===== src/rtl/pow_pkg.sv =====
// rtl/pow_pkg.sv - shared types and default widths for the exponentiation unit
package pow_pkg;

    typedef enum logic [1:0] {
        IDLE  = 2'd0,
        CHECK = 2'd1,
        MUL   = 2'd2
    } pow_state_t;

    localparam int POW_W_DEF  = 16;
    localparam int POW_NW_DEF = 8;

endpackage


===== src/rtl/pow_seq_if.sv =====
// rtl/pow_seq_if.sv - start/ready request and result bundle of pow_seq
interface pow_seq_if import pow_pkg::*; #(
    parameter int W  = POW_W_DEF,
    parameter int NW = POW_NW_DEF
) ();

    logic          start;
    logic          abort;
    logic [W-1:0]  inx;
    logic [NW-1:0] inn;
    logic          ready;
    logic          done;
    logic [W-1:0]  out;
    logic          ovf;

    modport master (
        output start, abort, inx, inn,
        input  ready, done, out, ovf
    );

    modport slave (
        input  start, abort, inx, inn,
        output ready, done, out, ovf
    );

endinterface


===== src/rtl/mult_seq.sv =====
// rtl/mult_seq.sv - radix-2 shift-add W x W -> 2W multiplier, W cycles per product
module mult_seq #(
    parameter int W = 16
) (
    input  logic           clk,
    input  logic           rst,
    input  logic           clr,
    input  logic           go,
    input  logic [W-1:0]   a,
    input  logic [W-1:0]   b,
    output logic [2*W-1:0] p,
    output logic           mdone
);

    localparam int CW = $clog2(W) + 1;

    logic [2*W-1:0] acc_q, acc_d;
    logic [2*W-1:0] mcand_q, mcand_d;
    logic [W-1:0]   mplier_q, mplier_d;
    logic [CW-1:0]  cnt_q, cnt_d;
    logic           busy_q, busy_d;

    // Bit 0 of b is folded in on the launch edge so the remaining W-1 bits
    // finish in time for mdone to coincide with a valid product.
    always_comb begin
        acc_d    = acc_q;
        mcand_d  = mcand_q;
        mplier_d = mplier_q;
        cnt_d    = cnt_q;
        busy_d   = busy_q;
        if (clr) begin
            acc_d    = '0;
            mcand_d  = '0;
            mplier_d = '0;
            cnt_d    = '0;
            busy_d   = 1'b0;
        end else if (go) begin
            acc_d    = b[0] ? {{W{1'b0}}, a} : '0;
            mcand_d  = {{(W-1){1'b0}}, a, 1'b0};
            mplier_d = b >> 1;
            cnt_d    = CW'(W - 1);
            busy_d   = 1'b1;
        end else if (busy_q) begin
            if (cnt_q == '0) begin
                busy_d = 1'b0;
            end else begin
                if (mplier_q[0]) begin
                    acc_d = acc_q + mcand_q;
                end
                mcand_d  = mcand_q << 1;
                mplier_d = mplier_q >> 1;
                cnt_d    = cnt_q - CW'(1);
            end
        end
    end

    always_ff @(posedge clk) begin
        if (rst) begin
            acc_q    <= '0;
            mcand_q  <= '0;
            mplier_q <= '0;
            cnt_q    <= '0;
            busy_q   <= 1'b0;
        end else begin
            acc_q    <= acc_d;
            mcand_q  <= mcand_d;
            mplier_q <= mplier_d;
            cnt_q    <= cnt_d;
            busy_q   <= busy_d;
        end
    end

    assign p     = acc_q;
    assign mdone = busy_q && (cnt_q == '0);

endmodule


===== src/rtl/pow_seq.sv =====
// rtl/pow_seq.sv - sequential square-and-multiply x**n mod 2^W with exact overflow flag
module pow_seq import pow_pkg::*; #(
    parameter int W  = POW_W_DEF,
    parameter int NW = POW_NW_DEF
) (
    input  logic      clk,
    input  logic      rst,
    pow_seq_if.slave  bus
);

    pow_state_t    state_q, state_d;
    logic [W-1:0]  a_q, a_d;
    logic [W-1:0]  x_q, x_d;
    logic [NW-1:0] n_q, n_d;
    logic          a_big_q, a_big_d;
    logic          x_big_q, x_big_d;
    logic [W-1:0]  out_q, out_d;
    logic          ovf_q, ovf_d;
    logic          done_q, done_d;
    logic          ready_q, ready_d;

    logic           m_go, m_clr;
    logic [W-1:0]   m_a;
    logic [2*W-1:0] m_p;
    logic           m_done;
    logic [W-1:0]   hi, lo;

    assign hi = m_p[2*W-1:W];
    assign lo = m_p[W-1:0];

    mult_seq #(.W(W)) u_mult (
        .clk   (clk),
        .rst   (rst),
        .clr   (m_clr),
        .go    (m_go),
        .a     (m_a),
        .b     (x_q),
        .p     (m_p),
        .mdone (m_done)
    );

    // Big flags track whether the true value of a / x has reached 2^W; since
    // a zero base keeps every product (and hi) zero, they stay exact.
    always_comb begin
        state_d = state_q;
        a_d     = a_q;
        x_d     = x_q;
        n_d     = n_q;
        a_big_d = a_big_q;
        x_big_d = x_big_q;
        out_d   = out_q;
        ovf_d   = ovf_q;
        done_d  = 1'b0;
        m_go    = 1'b0;
        m_clr   = 1'b0;
        m_a     = x_q;
        case (state_q)
            IDLE: begin
                if (bus.start) begin
                    a_d     = W'(1);
                    x_d     = bus.inx;
                    n_d     = bus.inn;
                    a_big_d = 1'b0;
                    x_big_d = 1'b0;
                    state_d = CHECK;
                end
            end
            CHECK: begin
                if (bus.abort) begin
                    m_clr   = 1'b1;
                    state_d = IDLE;
                end else if (n_q == '0) begin
                    out_d   = a_q;
                    ovf_d   = a_big_q;
                    done_d  = 1'b1;
                    state_d = IDLE;
                end else begin
                    m_go    = 1'b1;
                    m_a     = n_q[0] ? a_q : x_q;
                    state_d = MUL;
                end
            end
            MUL: begin
                if (bus.abort) begin
                    m_clr   = 1'b1;
                    state_d = IDLE;
                end else if (m_done) begin
                    if (n_q[0]) begin
                        a_d     = lo;
                        a_big_d = a_big_q | x_big_q | (hi != '0);
                        n_d     = n_q - NW'(1);
                    end else begin
                        x_d     = lo;
                        x_big_d = x_big_q | (hi != '0);
                        n_d     = n_q >> 1;
                    end
                    state_d = CHECK;
                end
            end
            default: state_d = IDLE;
        endcase
        ready_d = (state_d == IDLE);
    end

    always_ff @(posedge clk) begin
        if (rst) begin
            state_q <= IDLE;
            a_q     <= '0;
            x_q     <= '0;
            n_q     <= '0;
            a_big_q <= 1'b0;
            x_big_q <= 1'b0;
            out_q   <= '0;
            ovf_q   <= 1'b0;
            done_q  <= 1'b0;
            ready_q <= 1'b1;
        end else begin
            state_q <= state_d;
            a_q     <= a_d;
            x_q     <= x_d;
            n_q     <= n_d;
            a_big_q <= a_big_d;
            x_big_q <= x_big_d;
            out_q   <= out_d;
            ovf_q   <= ovf_d;
            done_q  <= done_d;
            ready_q <= ready_d;
        end
    end

    assign bus.ready = ready_q;
    assign bus.done  = done_q;
    assign bus.out   = out_q;
    assign bus.ovf   = ovf_q;

endmodule


===== src/flat_wrapper.sv =====
// flat-port wrapper written by rule: the top's interface ports become plain ports
module pow_seq_flat import pow_pkg::*;
#(
    parameter int W  = POW_W_DEF,
    parameter int NW = POW_NW_DEF
)
  (clk, rst, bus_start, bus_abort, bus_inx, bus_inn, bus_ready, bus_done, bus_out, bus_ovf);
  pow_seq_if #(.W(W), .NW(NW)) bus_i ();
  input  logic clk;
  input  logic rst;
  input wire logic [$bits(bus_i.start)-1:0] bus_start;
  input wire logic [$bits(bus_i.abort)-1:0] bus_abort;
  input wire logic [$bits(bus_i.inx)-1:0] bus_inx;
  input wire logic [$bits(bus_i.inn)-1:0] bus_inn;
  output wire logic [$bits(bus_i.ready)-1:0] bus_ready;
  output wire logic [$bits(bus_i.done)-1:0] bus_done;
  output wire logic [$bits(bus_i.out)-1:0] bus_out;
  output wire logic [$bits(bus_i.ovf)-1:0] bus_ovf;
  assign bus_i.start = bus_start;
  assign bus_i.abort = bus_abort;
  assign bus_i.inx = bus_inx;
  assign bus_i.inn = bus_inn;
  assign bus_ready = bus_i.ready;
  assign bus_done = bus_i.done;
  assign bus_out = bus_i.out;
  assign bus_ovf = bus_i.ovf;
  pow_seq #(.W(W), .NW(NW)) u_core (.clk(clk), .rst(rst), .bus(bus_i));
endmodule

===== config.mk =====
export PLATFORM = sky130hd
export DESIGN_NAME = pow_seq_flat
export DESIGN_NICKNAME = d
export VERILOG_FILES = /design/src/rtl/pow_pkg.sv /design/src/rtl/pow_seq_if.sv /design/src/rtl/mult_seq.sv /design/src/rtl/pow_seq.sv /design/src/flat_wrapper.sv
export SDC_FILE = /design/constraint.sdc
export NUM_CORES = 1
export LEC_CHECK = 0
export BUFFER_PORTS_ARGS = -buffer_cell sky130_fd_sc_hd__buf_2
export CAP_MARGIN = 20
export CORE_MARGIN = 3
export CORE_UTILIZATION = 61
export CTS_BUF_LIST = sky130_fd_sc_hd__clkbuf_16
export CTS_CLUSTER_DIAMETER = 40
export DETAILED_ROUTE_END_ITERATION = 8
export PLACE_DENSITY_LB_ADDON = 0.1
export SLEW_MARGIN = 20
export SYNTH_ARGS = -nofsm -noshare
export SYNTH_HDL_FRONTEND = slang
export SYNTH_SLANG_ARGS = --single-unit

===== constraint.sdc =====
create_clock -name clk -period 3.45 [get_ports clk]
set_input_delay 0.345 -clock clk [delete_from_list [all_inputs] [get_ports clk]]
set_output_delay 0.345 -clock clk [all_outputs]
set_load 0.01 [all_outputs]

==> summary.md <==
| Metric | Value |
|---|---|
| Share of cells above drive strength 1 | about an eighth |
| Fmax | 0.3446 GHz |
| Clock Sinks | about 150 |
| Pre-antenna DRT Iters | 5 |
| Slowest-stage cell, CP | or4b_1 |
| R2r worst-path depth | 11 |
| Crit path max fanout | 4 |
| Setup TNS | 0 ns |
| Resized Gates After CTS | 0 |
| Slew margin rel. | between 30% and 40% |
| Clk_lat worst skew | 0.43 ns |
| Max rail drop VDD | approximately 0.42 mV |
| Final period util | 84.10% |
| Initial DRC Count | 636 |
| Initial core utilization | 63.74% |
| Async SR Flop Fraction | 0% |
| Initial antenna violation count | 0 |
| Avg Cell Area, Syn | roughly 8 um2 |
| Cell variety after synth | 59 |
| Max stage delay on crit path | 0.48 ns |
| Syn_nets | 1,040 |
| Via count | approximately 7,300 |
| Final setup vio count | 0 |
| Crit path arrival time | roughly 3.3 ns |
| Worst min-delay path class | in -> reg |
| Drt drc | 0 |
| Crit path cell chain | ha_1 -> inv_1 -> fa_1 -> nand2b_1 -> a21oi_1 -> o21ai_1 -> o21ai_1 -> and2_1 -> a221oi_1 -> or4b_1 -> nand3_1 |
| Final nets | between 1,000 and 1,500 |
| Yosys top cell area share | ~38% |
| Post-CTS Setup Repair Bufs | 0 |
| Vias in the first global route | 6,929 |
| Sequential fraction of the synthesis area | 37.65% |
| PortBufs | 46 |
| Main synth FF type | dfxtp_1 |
| Die width | 119.2 um |
| Placed Cells | 1,134 |
| Hold buffer count at CTS | 0 |
| I/O pins | between 40 and 50 |
| Kind of critical path | reg -> reg |
| Crit. Startpoint | u_core.u_mult.p[1] |
| Status | completed |
| DP HPWL | between 10,000 and 15,000 um |
| LEAKAGE | around 3.4 nW |
| Fill cells | about 1,000 |
| Antenna-violating nets left | 0 |
| Post-Syn Instances | around 980 |
| CTS Buf Count | 17 |
| GRT Util Overall | 29.92% |
| Final min period | 2.902 ns |
| Largest net degree at the start of global routing | just under 80 |
| Gpl congestion | around 0.93 |
| Finished Layout Cells | 1,166 |
| Area added between synthesis and finish | 11.41% |
| Final-report hold violation count | 0 |
| Die area | 0.01421 mm2 |
| Internal reg-to-reg setup slack | 0.55 ns |
| CTS tree | yes |
| Yosys top cell by area | dfxtp_1 |
| Crit. End Element | register |
| Via/cell ratio | 6.264 |
| Clock Path Buffers | 2 |
| R2r startpoint | u_core.u_mult.p[1] |
| Mapped Area | 0.007816 mm2 |
| PwrDens | 502.0 mW/mm2 |
| Hold WS | 0.1768 ns |
| Number of synthesized flops with an enable pin | 0 |
| Antenna cells | 0 |
| GR Overflow Total | 0 |
| Routed WL | 21,450 um |
| Die H | 119.2 um |
| CTS root buffer | clkbuf_16 |
| Yosys Warn Count | 0 |
| Total of max-cap violations | 0 |
| RSZ-0062 raised after global routing | false |
| Core area | between 0.01 and 0.015 mm2 |
| First-pass GRT wire length | 34,630 um |
| Worst setup SP type | register |
| Routed len/inst | 18.40 um |
| RR Endpoint | u_core.u_mult.p[29] |
| Worst Clk Skew | 0.007194 ns |
| FP Rows | 40 |
| Top post-synthesis cells by area | dfxtp_1 38%, nand2_1 8.0%, a21oi_1 6.8% |
| Required time of the critical path | 3.82 ns |
| Clk slew on worst S/H paths | roughly 0.06 ns |
| H-tree level count | 4 |
| Synth Register Bits | 147 |
| Crit path to | u_core.u_mult.p[29] |
| Worst-Margin Slew | 0.9014 ns |
| Slew Limit Fails | 0 |
| Most used cell, CP | o21ai_1 |
[cell families (layout without fill, tap and decap cells)]
| group | Yosys count | in the layout | synth area share (%) |
|---|---|---|---|
| AOI/OAI and AO/OA | 266 | 266 | 21.21 |
| muxes | 51 | 51 | 6.771 |
| xor gates and xnor gates | 29 | 29 | 3.250 |
| adders and majority gates | 37 | 37 | 6.019 |
| and+or+nand+nor | 364 | 364 | 20.70 |
| buffers and inverters | 81 | 104 | 4.402 |
| DFF | 147 | 147 | 37.65 |
[cell type report]
class / instances / area (um2) / share of cell area, %
multi-input cells: 747 / 4546 / 52.20
flip-flops and latches: 147 / 2943 / 33.79
clock buffers: 17 / 425.4 / 4.885
repair buffers: 60 / 360.3 / 4.138
well taps: 168 / 210.2 / 2.414
clock inverters: 15 / 178.9 / 2.055
inverters: 12 / 45.04 / 0.5172
[state kept, by name (all words and copies together) (netlist names), 2 cells and up, named ones only]
name,flops
u_core.u_mult.mcand_q,31
u_core.state_q,2
u_core.u_mult.mplier_q,15
u_core.x_q,16
u_core.bus.out,16
u_core.u_mult.cnt_q,5
u_core.u_mult.p,32
u_core.a_q,16
u_core.n_q,7
[worst min-delay path by stage]
stage,start,depth (start not counted),endpoint,slack (ns)
6_report,rst,2,u_core.state_q[0],0.18
5_1_grt,rst,2,u_core.state_q[0],0.20
4_1_cts,rst,2,u_core.state_q[0],0.18
3_5_place_dp,u_core.u_mult.mplier_q[14],2,u_core.u_mult.mplier_q[14],0.46
3_3_place_gp,u_core.u_mult.p[0],2,u_core.u_mult.p[0],0.45
2_1_floorplan,u_core.u_mult.p[0],2,u_core.u_mult.p[0],0.44
[cell usage in the layout, fill, tap and decap left out, drive strengths merged, types with 13 or more instances in the layout]
master,count
a311oi,34
mux2i,36
inv,17
xnor2,15
nand3,38
dfxtp,147
clkbuf,17
mux2,15
nand2,168
buf,60
a211oi,28
xor2,14
nor2,102
a21oi,107
o21ai,50
ha,36
a21o,13
[power by group]
| group | total (W) | leakage (nW) | switching (W) | internal [W] |
|---|---|---|---|---|
| Sequential | 0.00187 | 1.19 | 0.0000863 | 0.00179 |
| Clock | 0.00191 | 0.295 | 0.000767 | 0.00114 |
| Combinational | 0.000586 | 1.95 | 0.000375 | 0.000211 |
[cell usage after synthesis, drive strengths merged (2+ instances only)]
| cell type | n |
|---|---|
| a2111oi | 2 |
| a211o | 2 |
| a211oi | 28 |
| a21o | 13 |
| a21oi | 107 |
| a221oi | 2 |
| a22oi | 4 |
| a311oi | 34 |
| a31oi | 8 |
| and2 | 3 |
| and3 | 4 |
| buf | 22 |
| clkbuf | 47 |
| dfxtp | 147 |
| ha | 36 |
| inv | 12 |
| mux2 | 15 |
| mux2i | 36 |
| nand2 | 168 |
| nand2b | 8 |
| nand3 | 38 |
| nand3b | 3 |
| nand4 | 7 |
| nor2 | 102 |
| nor2b | 5 |
| nor3 | 7 |
| nor4 | 5 |
| o211ai | 7 |
| o21a | 2 |
| o21ai | 50 |
| or3 | 4 |
| or4 | 4 |
| xnor2 | 15 |
| xor2 | 14 |
[per-layer routing]
layer	vias to the layer above	track usage (%)	routed length [um]	share of wire (%)
met5	-	0	0	0
li1	3487	-	-	-
met2	263	50.26	10450	49
met3	45	5.556	1316	6.1
met1	3509	39.29	9354	44
met4	0	8.617	335	1.6
[through the flow]
stage          setup WS [ns]  total power, W  util, %  cell area, um2
6_report              0.5484        0.004372    71.02            8708
3_3_place_gp          0.7380        0.002450    66.06            8100
5_1_grt               0.4038        0.004504    71.02            8708
4_1_cts               0.6170        0.004364    71.02            8708
2_1_floorplan         0.9438        0.002313        -            7816
3_5_place_dp          0.6586        0.002475    66.09            8104
[critical path: cells and delay by family (launching register included)]
kind            cells  cell delay, ns
compound gates      4            0.78
simple gates        4            0.99
buf+inv             1            0.06
flops               1            0.38
fa+ha+maj           2            0.64
Note: power is estimated with default switching activity, not from simulation.
